<file path="src/rtl/bus_dma_pkg.sv">
// Shared definitions for the single-channel word-copy DMA engine:
// FSM encoding, register offsets, CTRL/STATUS bit positions, MMIO base.
package bus_dma_pkg;

  typedef enum logic [1:0] {
    ST_IDLE = 2'd0,
    ST_RD   = 2'd1,
    ST_WR   = 2'd2
  } state_e;

  localparam logic [1:0] REG_SRC  = 2'd0;
  localparam logic [1:0] REG_DST  = 2'd1;
  localparam logic [1:0] REG_LEN  = 2'd2;
  localparam logic [1:0] REG_CTRL = 2'd3;

  localparam int CTRL_START = 0;
  localparam int CTRL_IE    = 1;
  localparam int CTRL_CLR   = 4;

  localparam int STAT_BUSY = 0;
  localparam int STAT_DONE = 1;
  localparam int STAT_ERR  = 2;
  localparam int STAT_IE   = 3;

  localparam logic [31:0] MMIO_BASE = 32'h9d00_0000;

  function automatic logic [31:0] word_align(input logic [31:0] v);
    return {v[31:2], 2'b00};
  endfunction

endpackage

</file>
<file path="src/rtl/bus_dma.sv">
// Single-channel DMA: MMIO slave register file plus a RD/WR master FSM
// that copies LEN words from SRC to DST in ascending order.
module bus_dma
  import bus_dma_pkg::*;
#(
  parameter int LEN_W = 16
) (
  input  logic        clk,
  input  logic        rst_n,
  input  logic [1:0]  s_a,
  input  logic [31:0] s_d,
  input  logic        s_we,
  output logic [31:0] s_spo,
  output logic [31:0] m_a,
  output logic [31:0] m_d,
  output logic        m_rd,
  output logic        m_we,
  input  logic [31:0] m_spo,
  input  logic        m_ready,
  input  logic        m_err,
  output logic        irq
);

  state_e             state_q, state_d;
  logic [31:0]        src_q, src_d;
  logic [31:0]        dst_q, dst_d;
  logic [LEN_W-1:0]   len_q, len_d;
  logic [31:0]        buf_q, buf_d;
  logic [31:0]        m_a_q, m_a_d;
  logic               m_rd_q, m_rd_d;
  logic               m_we_q, m_we_d;
  logic               done_q, done_d;
  logic               err_q, err_d;
  logic               ie_q, ie_d;

  logic               busy;
  logic               ctrl_wr;
  logic               start;
  logic [31:0]        wdat;

  assign busy    = (state_q != ST_IDLE);
  assign wdat    = word_align(s_d);
  assign ctrl_wr = s_we && (s_a == REG_CTRL);
  assign start   = ctrl_wr && s_d[CTRL_START] && !busy;

  always_comb begin
    state_d = state_q;
    src_d   = src_q;
    dst_d   = dst_q;
    len_d   = len_q;
    buf_d   = buf_q;
    m_a_d   = m_a_q;
    m_rd_d  = m_rd_q;
    m_we_d  = m_we_q;
    done_d  = done_q;
    err_d   = err_q;
    ie_d    = ie_q;

    if (s_we && !busy) begin
      unique case (1'b1)
        (s_a == REG_SRC): src_d = wdat;
        (s_a == REG_DST): dst_d = wdat;
        (s_a == REG_LEN): len_d = wdat[LEN_W-1:0];
        default: ;
      endcase
    end

    // IE and CLR apply even mid-transfer; FSM events below override CLR
    if (ctrl_wr) begin
      ie_d = s_d[CTRL_IE];
      if (s_d[CTRL_CLR]) begin
        done_d = 1'b0;
        err_d  = 1'b0;
      end
    end

    unique case (state_q)
      ST_IDLE: begin
        if (start) begin
          done_d = 1'b0;
          err_d  = 1'b0;
          if (len_q == '0) begin
            done_d = 1'b1;
          end else begin
            state_d = ST_RD;
            m_rd_d  = 1'b1;
            m_a_d   = src_q;
          end
        end
      end
      ST_RD: begin
        if (m_err) begin
          state_d = ST_IDLE;
          err_d   = 1'b1;
          m_rd_d  = 1'b0;
        end else if (m_ready) begin
          state_d = ST_WR;
          buf_d   = m_spo;
          m_rd_d  = 1'b0;
          m_we_d  = 1'b1;
          m_a_d   = dst_q;
        end
      end
      ST_WR: begin
        if (m_err) begin
          state_d = ST_IDLE;
          err_d   = 1'b1;
          m_we_d  = 1'b0;
        end else if (m_ready) begin
          src_d  = src_q + 32'd4;
          dst_d  = dst_q + 32'd4;
          len_d  = len_q - LEN_W'(1);
          m_we_d = 1'b0;
          if (len_q == LEN_W'(1)) begin
            state_d = ST_IDLE;
            done_d  = 1'b1;
          end else begin
            state_d = ST_RD;
            m_rd_d  = 1'b1;
            m_a_d   = src_q + 32'd4;
          end
        end
      end
      default: state_d = ST_IDLE;
    endcase
  end

  always_ff @(posedge clk or negedge rst_n) begin
    if (!rst_n) begin
      state_q <= ST_IDLE;
      src_q   <= '0;
      dst_q   <= '0;
      len_q   <= '0;
      buf_q   <= '0;
      m_a_q   <= '0;
      m_rd_q  <= 1'b0;
      m_we_q  <= 1'b0;
      done_q  <= 1'b0;
      err_q   <= 1'b0;
      ie_q    <= 1'b0;
    end else begin
      state_q <= state_d;
      src_q   <= src_d;
      dst_q   <= dst_d;
      len_q   <= len_d;
      buf_q   <= buf_d;
      m_a_q   <= m_a_d;
      m_rd_q  <= m_rd_d;
      m_we_q  <= m_we_d;
      done_q  <= done_d;
      err_q   <= err_d;
      ie_q    <= ie_d;
    end
  end

  always_comb begin
    s_spo = '0;
    unique case (s_a)
      REG_SRC: s_spo = src_q;
      REG_DST: s_spo = dst_q;
      REG_LEN: s_spo = 32'(len_q);
      default: begin
        s_spo[STAT_BUSY] = busy;
        s_spo[STAT_DONE] = done_q;
        s_spo[STAT_ERR]  = err_q;
        s_spo[STAT_IE]   = ie_q;
      end
    endcase
  end

  assign m_a  = m_a_q;
  assign m_d  = buf_q;
  assign m_rd = m_rd_q;
  assign m_we = m_we_q;
  assign irq  = ie_q & (done_q | err_q);

endmodule

</file>
<file path="config.mk">
export PLATFORM = sky130hd
export DESIGN_NAME = bus_dma
export DESIGN_NICKNAME = d
export VERILOG_FILES = /design/src/rtl/bus_dma_pkg.sv /design/src/rtl/bus_dma.sv
export SDC_FILE = /design/constraint.sdc
export NUM_CORES = 1
export LEC_CHECK = 0
export BUFFER_PORTS_ARGS = -buffer_cell sky130_fd_sc_hd__buf_2
export CORE_MARGIN = 4
export CORE_UTILIZATION = 51
export DETAILED_ROUTE_END_ITERATION = 8
export PLACE_DENSITY = 0.77
export SYNTH_ARGS = -nofsm -noshare
export SYNTH_HDL_FRONTEND = slang
export SYNTH_SLANG_ARGS = --single-unit
</file>
<file path="constraint.sdc">
create_clock -name clk -period 2.64 [get_ports clk]
set_input_delay 0.264 -clock clk [delete_from_list [all_inputs] [get_ports clk]]
set_output_delay 0.264 -clock clk [all_outputs]
set_load 0.01 [all_outputs]
</file>
==> reports/metrics.csv, run 1 <==
stage;metric;value;unit
sta;crit path time final;2610;ps
finish;commonest cells after routing, fill and taps aside;168 x buf_2, 151 x dfrtp_1, 107 x nor2_1, 83 x nand2_1, 76 x buf_4;
clock_network;CTS root buf;clkbuf_16;
detailed_routing;DR iter-0 viols;1146;
clock_network;TritonCTS clock tree;done;
finish;fin cells;1418;
sta;final hold viol count;0;
global_route;initial antenna violation count;0;
power_and_ir_drop;VDD IR-drop max;0.000766;V
worst_setup_path;Setup CP Type;flip-flop to flip-flop;
worst_setup_path;Setup crit start;len_q[14];
clock_network;CTS sink cnt;151;
sta;final setup fails;0;
finish;Total Nets Final;1259;
global_route;number of global-route vias before repair;8944;
worst_setup_path;worst endpoint required time;2950;ps
clock_network;Setup Fix Bufs, Post-CTS;0;
global_route;total grt overflow;0;
sta;slew at the pin closest to its max-slew limit;1010;ps
worst_setup_path;slowest stage cell, crit path;or4_1;
logic_synthesis;register area share after synthesis;41.3;%
worst_setup_path;Reg-to-Reg Start;len_q[14];
worst_hold_path;Hold Startpoint;s_d[1];
sta;Final period util;98.9;%
die;IO Count;170;
die;starting density of the core;52.6;%
die;Core Region;17400;µm²
worst_setup_path;CP max stage delay;660;ps
logic_synthesis;number of synthesized flops with an enable pin;0;
placement;placed insts;1384;
logic_synthesis;syn_nets;1071;
worst_setup_path;CP bufs+invs;0;
logic_synthesis;ys async rst share;100;%
sta;max_slew headroom;32.4;%
clock_network;# H-tree levels;4;
detailed_routing;# DRC;0;
worst_setup_path;crit-path leading delay family;simple AND/OR/NAND/NOR gates;
power_and_ir_drop;P_leak;5.02;nW
finish;Diodes inserted;0;
logic_synthesis;register bit count reported by yosys;151;
detailed_routing;WL/cell;22.4;µm
detailed_routing;DR vias/cell;6.61;
die;row count;48;
logic_synthesis;Syn Area/Cell;9.23;µm²
die;die width;142;µm
global_route;first-pass GRT wire length;49.4;mm
sta;Pins Over Slew Limit;0;
sta;Total Neg Setup Slack;0;ps
detailed_routing;antenna-violating nets left;0;
detailed_routing;via count;9368;
worst_setup_path;CP cell instances;or4_1 > or4_4 > a21oi_4 > nor2_2 > mux2_4;
worst_setup_path;CP Max Fanout;15;
clock_network;register clock-pin slew on the reported worst setup and hold paths;60;ps
sta;RSZ-0062 raised after global routing;false;
detailed_routing;drt pass-1 iters;6;
worst_setup_path;WP data arrival;2920;ps
logic_synthesis;Synth area leaders;dfrtp_1 41%, nor2_1 4.4%, mux2_2 4.2%;
logic_synthesis;post-synthesis instance total;992;
finish;most common cell after layout, fill and taps aside;buf_2;
clock_network;TritonCTS buffer count;17;
global_route;GRT Util Overall;31.0;%
finish;layout cell share with drive strength beyond 1;29.5;%
detailed_routing;Post-Route WL;31.8;mm
logic_synthesis;Netlist cell types;77;
finish;Area growth syn-to-layout;22.3;%
logic_synthesis;largest area contributor in the netlist;dfrtp_1;
placement;PortBufs;169;
global_route;largest net degree at the start of global routing;73;
worst_hold_path;type of the tightest min-delay check;primary input to flip-flop;
logic_synthesis;Synth Warn #;0;
outcome;status;complete, no violations;
sta;Post-Route Skew;10.1;ps
logic_synthesis;Primary FF master, synth;dfrtp_1;
sta;f_max;383;MHz
placement;Final GP Congestion;0.972;
power_and_ir_drop;P per Cell Area;1260;nW/µm²
worst_setup_path;crit start category;flip-flop;
clock_network;clock latency on the worst-skew pair;430;ps
worst_setup_path;crit end category;flip-flop;
logic_synthesis;Post-Syn Area;9150;µm²
placement;HPWL after DPL;22.7;mm
clock_network;CTS max path bufs;2;
die;Die H;142;µm
run;Max-Cap Viols;0;
sta;Hold Slack;65.6;ps
die;Die Footprint;20200;µm²
logic_synthesis;area share of the largest cell type after synthesis;41.3;%
[metrics by stage]
step | cell area (µm²) | setup WS (ps) | utilization [%] | power, mW
5_1_grt | 11200 | 3.35 | 64.3 | 14.9
2_1_floorplan | 9150 | 112 | - | 8.72
6_report | 11200 | 27.8 | 64.3 | 14.1
3_3_place_gp | 10600 | 30.2 | 60.7 | 11.2
4_1_cts | 11200 | 18.5 | 64.2 | 13.9
3_5_place_dp | 10600 | -9.38 | 60.7 | 11.4
[registers in the layout, summed over array words and instances, names as in the netlist]
register / count
done_q: 1
ie_q: 1
err_q: 1
dst_q: 32
m_rd: 1
m_a: 32
len_q: 16
state_q: 2
m_we: 1
m_d: 32
src_q: 32
[synthesized netlist by cell type (8+ instances only)]
| library cell | n |
|---|---|
| a21oi_1 | 58 |
| a21o_1 | 10 |
| a2bb2oi_1 | 8 |
| clkbuf_1 | 59 |
| mux2i_1 | 34 |
| o22a_1 | 9 |
| a211oi_1 | 23 |
| mux2_4 | 14 |
| buf_2 | 11 |
| inv_1 | 19 |
| nor4_1 | 15 |
| and2_1 | 12 |
| nor2_1 | 107 |
| o41ai_1 | 8 |
| nand4_1 | 19 |
| a311oi_1 | 13 |
| dfrtp_1 | 151 |
| and3_1 | 20 |
| a22o_1 | 11 |
| o21ai_0 | 58 |
| nand3_1 | 28 |
| nand2_1 | 84 |
| ha_1 | 8 |
| mux2_2 | 34 |
| a22oi_1 | 14 |
| o22ai_1 | 10 |
| o21a_1 | 11 |
| o311ai_0 | 8 |
| nor3_1 | 17 |
[where the power goes]
| part | switching (mW) | internal (mW) | leakage, nW |
|---|---|---|---|
| Sequential | 1.18 | 3.42 | 1.77 |
| Clock | 1.13 | 1.36 | 0.290 |
| Combinational | 3.88 | 3.11 | 2.97 |
[cells by family (layout without fill, tap and decap cells)]
group	count (synthesis)	in the layout	share of synthesized area, %
fa+ha+maj	8	8	1.09
flops	151	151	41.3
buf+inv	99	299	4.42
xor+xnor	1	1	0.0957
simple gates	340	341	18.2
mux	91	91	11.8
compound gates	302	302	23.2
[path summary, 6_finish.rpt]
kind,end,slack (ps),cells past startpoint
max in group asynchronous,m_d[30],1410,3
max,m_a[11],30,5
min in group asynchronous,m_d[15],420,2
max reg2reg,m_a[11],30,5
min,ie_q,70,2
min reg2reg,m_a[17],480,1
[metal layers]
layer | vias to the layer above | wire length (µm) | global-route usage, %
li1 | 4138 | - | -
met2 | 634 | 14300 | 47.2
met5 | - | 0 | 0
met1 | 4494 | 12700 | 43.1
met4 | 0 | 1260 | 13.0
met3 | 102 | 3540 | 6.82
[layout make-up]
cell class | count | area [µm²]
fillers | 1430 | 6220
multi-input cells | 743 | 4990
flip-flops and latches | 151 | 3780
repair buffers | 248 | 1470
clock buffers | 17 | 425
well taps | 225 | 282
clock inverters | 15 | 173
inverters | 19 | 71.3
[what timing repair did]
item	4_1_cts	5_1_grt
gates resized for setup	0	2
endpoints found under the hold margin	69	0
setup endpoints to repair	0	22
hold buffers	1	0
Note: power is estimated with default switching activity, not from simulation.
==> run 2, diff against run 1 <==
--- a/config.mk
+++ b/config.mk
@@ -9,7 +9,7 @@
 export CORE_MARGIN = 4
 export CORE_UTILIZATION = 51
 export DETAILED_ROUTE_END_ITERATION = 8
-export PLACE_DENSITY = 0.77
+export PLACE_DENSITY = 0.73
 export SYNTH_ARGS = -nofsm -noshare
 export SYNTH_HDL_FRONTEND = slang
 export SYNTH_SLANG_ARGS = --single-unit
==> reports/metrics.csv, run 2 (same netlist as run 1, synthesis figures left out) <==
stage;metric;value;unit
detailed_routing;WL/cell;22.0;µm
power_and_ir_drop;Seq pwr share;33.1;%
worst_setup_path;FF-to-FF End;m_a[10];
die;Die Footprint;20200;µm²
worst_setup_path;worst endpoint required time;2960;ps
sta;Post-Route Skew;11.3;ps
die;Die H;142;µm
detailed_routing;antenna-violating nets left;0;
worst_hold_path;Worst Hold Endpoint;m_d[25];
global_route;initial antenna violation count;0;
run;Max-Cap Viols;0;
outcome;failing checks;negative setup slack;
finish;final instance area;11200;µm²
sta;f_max;377;MHz
global_route;GRT Util Overall;30.3;%
clock_network;CTS root buf;clkbuf_16;
sta;crit path time final;2650;ps
clock_network;clock latency on the worst-skew pair;440;ps
power_and_ir_drop;Comb pwr share;49.1;%
detailed_routing;Post-Route WL;31.0;mm
worst_hold_path;Hold Startpoint;m_spo[25];
power_and_ir_drop;P per Cell Area;1240;nW/µm²
placement;Placement Setup Slack;-31.3;ps
power_and_ir_drop;P_leak;4.99;nW
power_and_ir_drop;total power draw;13.9;mW
power_and_ir_drop;P_int;7.74;mW
finish;Area growth syn-to-layout;22.0;%
die;die width;142;µm
sta;Hold Slack;50.6;ps
clock_network;TritonCTS buffer count;17;
power_and_ir_drop;VDD IR-drop max;0.000672;V
finish;layout cell share with drive strength beyond 1;28.9;%
finish;Total Nets Final;1251;
worst_setup_path;crit end category;flip-flop;
placement;Final GP Congestion;0.974;
power_and_ir_drop;Clock Power Share;17.8;%
sta;max_slew headroom;31.1;%
detailed_routing;# DRC;0;
worst_hold_path;type of the tightest min-delay check;primary input to flip-flop;
worst_setup_path;CP Max Fanout;15;
worst_setup_path;WP data arrival;2970;ps
sta;final setup fails;4;
outcome;status;finished, violations left;
die;starting density of the core;52.6;%
placement;Area after DPL;10500;µm²
detailed_routing;DR vias/cell;6.55;
worst_setup_path;Setup CP Type;flip-flop to flip-flop;
global_route;total grt overflow;0;
clock_network;# H-tree levels;4;
worst_setup_path;R2R depth;5;
clock_network;register clock-pin slew on the reported worst setup and hold paths;70;ps
sta;final setup margin;-12.8;ps
finish;commonest cells after routing, fill and taps aside;168 x buf_2, 151 x dfrtp_1, 107 x nor2_1, 84 x nand2_1, 66 x buf_4;
finish;most common cell after layout, fill and taps aside;buf_2;
global_route;number of global-route vias before repair;8699;
clock_network;CTS max path bufs;2;
detailed_routing;DR iter-0 viols;1295;
worst_setup_path;crit start category;flip-flop;
die;row count;48;
clock_network;CTS sink cnt;151;
finish;fin cells;1410;
finish;Diodes inserted;0;
worst_setup_path;flop2flop setup slack;-10;ps
sta;Pins Over Slew Limit;0;
sta;RSZ-0062 raised after global routing;true;
power_and_ir_drop;Psw;6.15;mW
die;Core Region;17400;µm²
detailed_routing;drt pass-1 iters;6;
placement;placed insts;1376;
die;IO Count;170;
sta;Final period util;100;%
detailed_routing;via count;9242;
clock_network;Setup Fix Bufs, Post-CTS;0;
global_route;first-pass GRT wire length;48.3;mm
finish;Fillers;1490;
clock_network;TritonCTS clock tree;done;
worst_hold_path;Hold Path Depth;2;
worst_setup_path;Reg-to-Reg Start;len_q[14];
sta;final hold viol count;0;
placement;PortBufs;169;
power_and_ir_drop;sw frac;44.3;%
global_route;largest net degree at the start of global routing;56;
placement;HPWL after DPL;22.1;mm
sta;slew at the pin closest to its max-slew limit;1030;ps
-- run 2: worst max-delay path, cell delays in order, from the launching register on --
cell and delay (ps):
dfrtp_1 410, or4_1 670, or4_4 600, a21oi_4 260
nor2_2 240, mux2_4 350
-- run 2: how the worst max path moves through the flow --
stage                          from       to  slack (ps)  cells past startpoint
final                     len_q[14]  m_a[10]         -10                      5
after global routing       len_q[0]  m_a[10]         -40                      7
after CTS                  len_q[0]  m_a[24]          10                      7
after detailed placement   len_q[0]  m_a[10]         -30                      7
after global placement     len_q[0]  m_a[10]          30                      7
after floorplan            src_q[2]  m_a[28]         110                      6
-- run 2: area by class of cell --
type                            count  area [µm²]  share of cell area [%]
Inverter                           19        71.3                   0.639
Multi-Input combinational cell    743        4990                    44.7
Clock inverter                     15         175                    1.57
Tap cell                          225         282                    2.52
Clock buffer                       17         425                    3.81
Timing Repair Buffer              240        1440                    12.9
Sequential cell                   151        3780                    33.8
-- run 2: timing repair --
action | CTS | global route
cloned | 0 | 1
hold endpoints to repair | 52 | 0
endpoints found under the setup margin | 6 | 19
pin swaps | 1 | 2
resized for setup | 2 | 1
hold buffers | 1 | 0
-- run 2: metal layers --
metal / vias to the layer above / GRT usage, % / wire (µm)
met5: - / 0 / 0
met4: 0 / 11.7 / 1020
met3: 86 / 6.75 / 3300
met2: 628 / 45.7 / 13800
met1: 4409 / 42.9 / 12800
li1: 4119 / - / -
-- run 2: stage by stage --
stage | setup TNS [ps] | utilization (%)
2_1_floorplan | 0 | -
3_3_place_gp | 0 | 60.5
3_5_place_dp | -39.7 | 60.5
4_1_cts | 0 | 64.1
5_1_grt | -143 | 64.1
6_report | -33.5 | 64.1
-- run 2: power groups by stage --
stage,Combinational (mW),Clock [mW],Sequential [mW]
2_1_floorplan,4.31,0,4.42
3_3_place_gp,6.52,0,4.56
3_5_place_dp,6.66,0,4.59
4_1_cts,6.71,2.49,4.56
5_1_grt,7.36,2.61,4.77
6_report,6.83,2.47,4.60
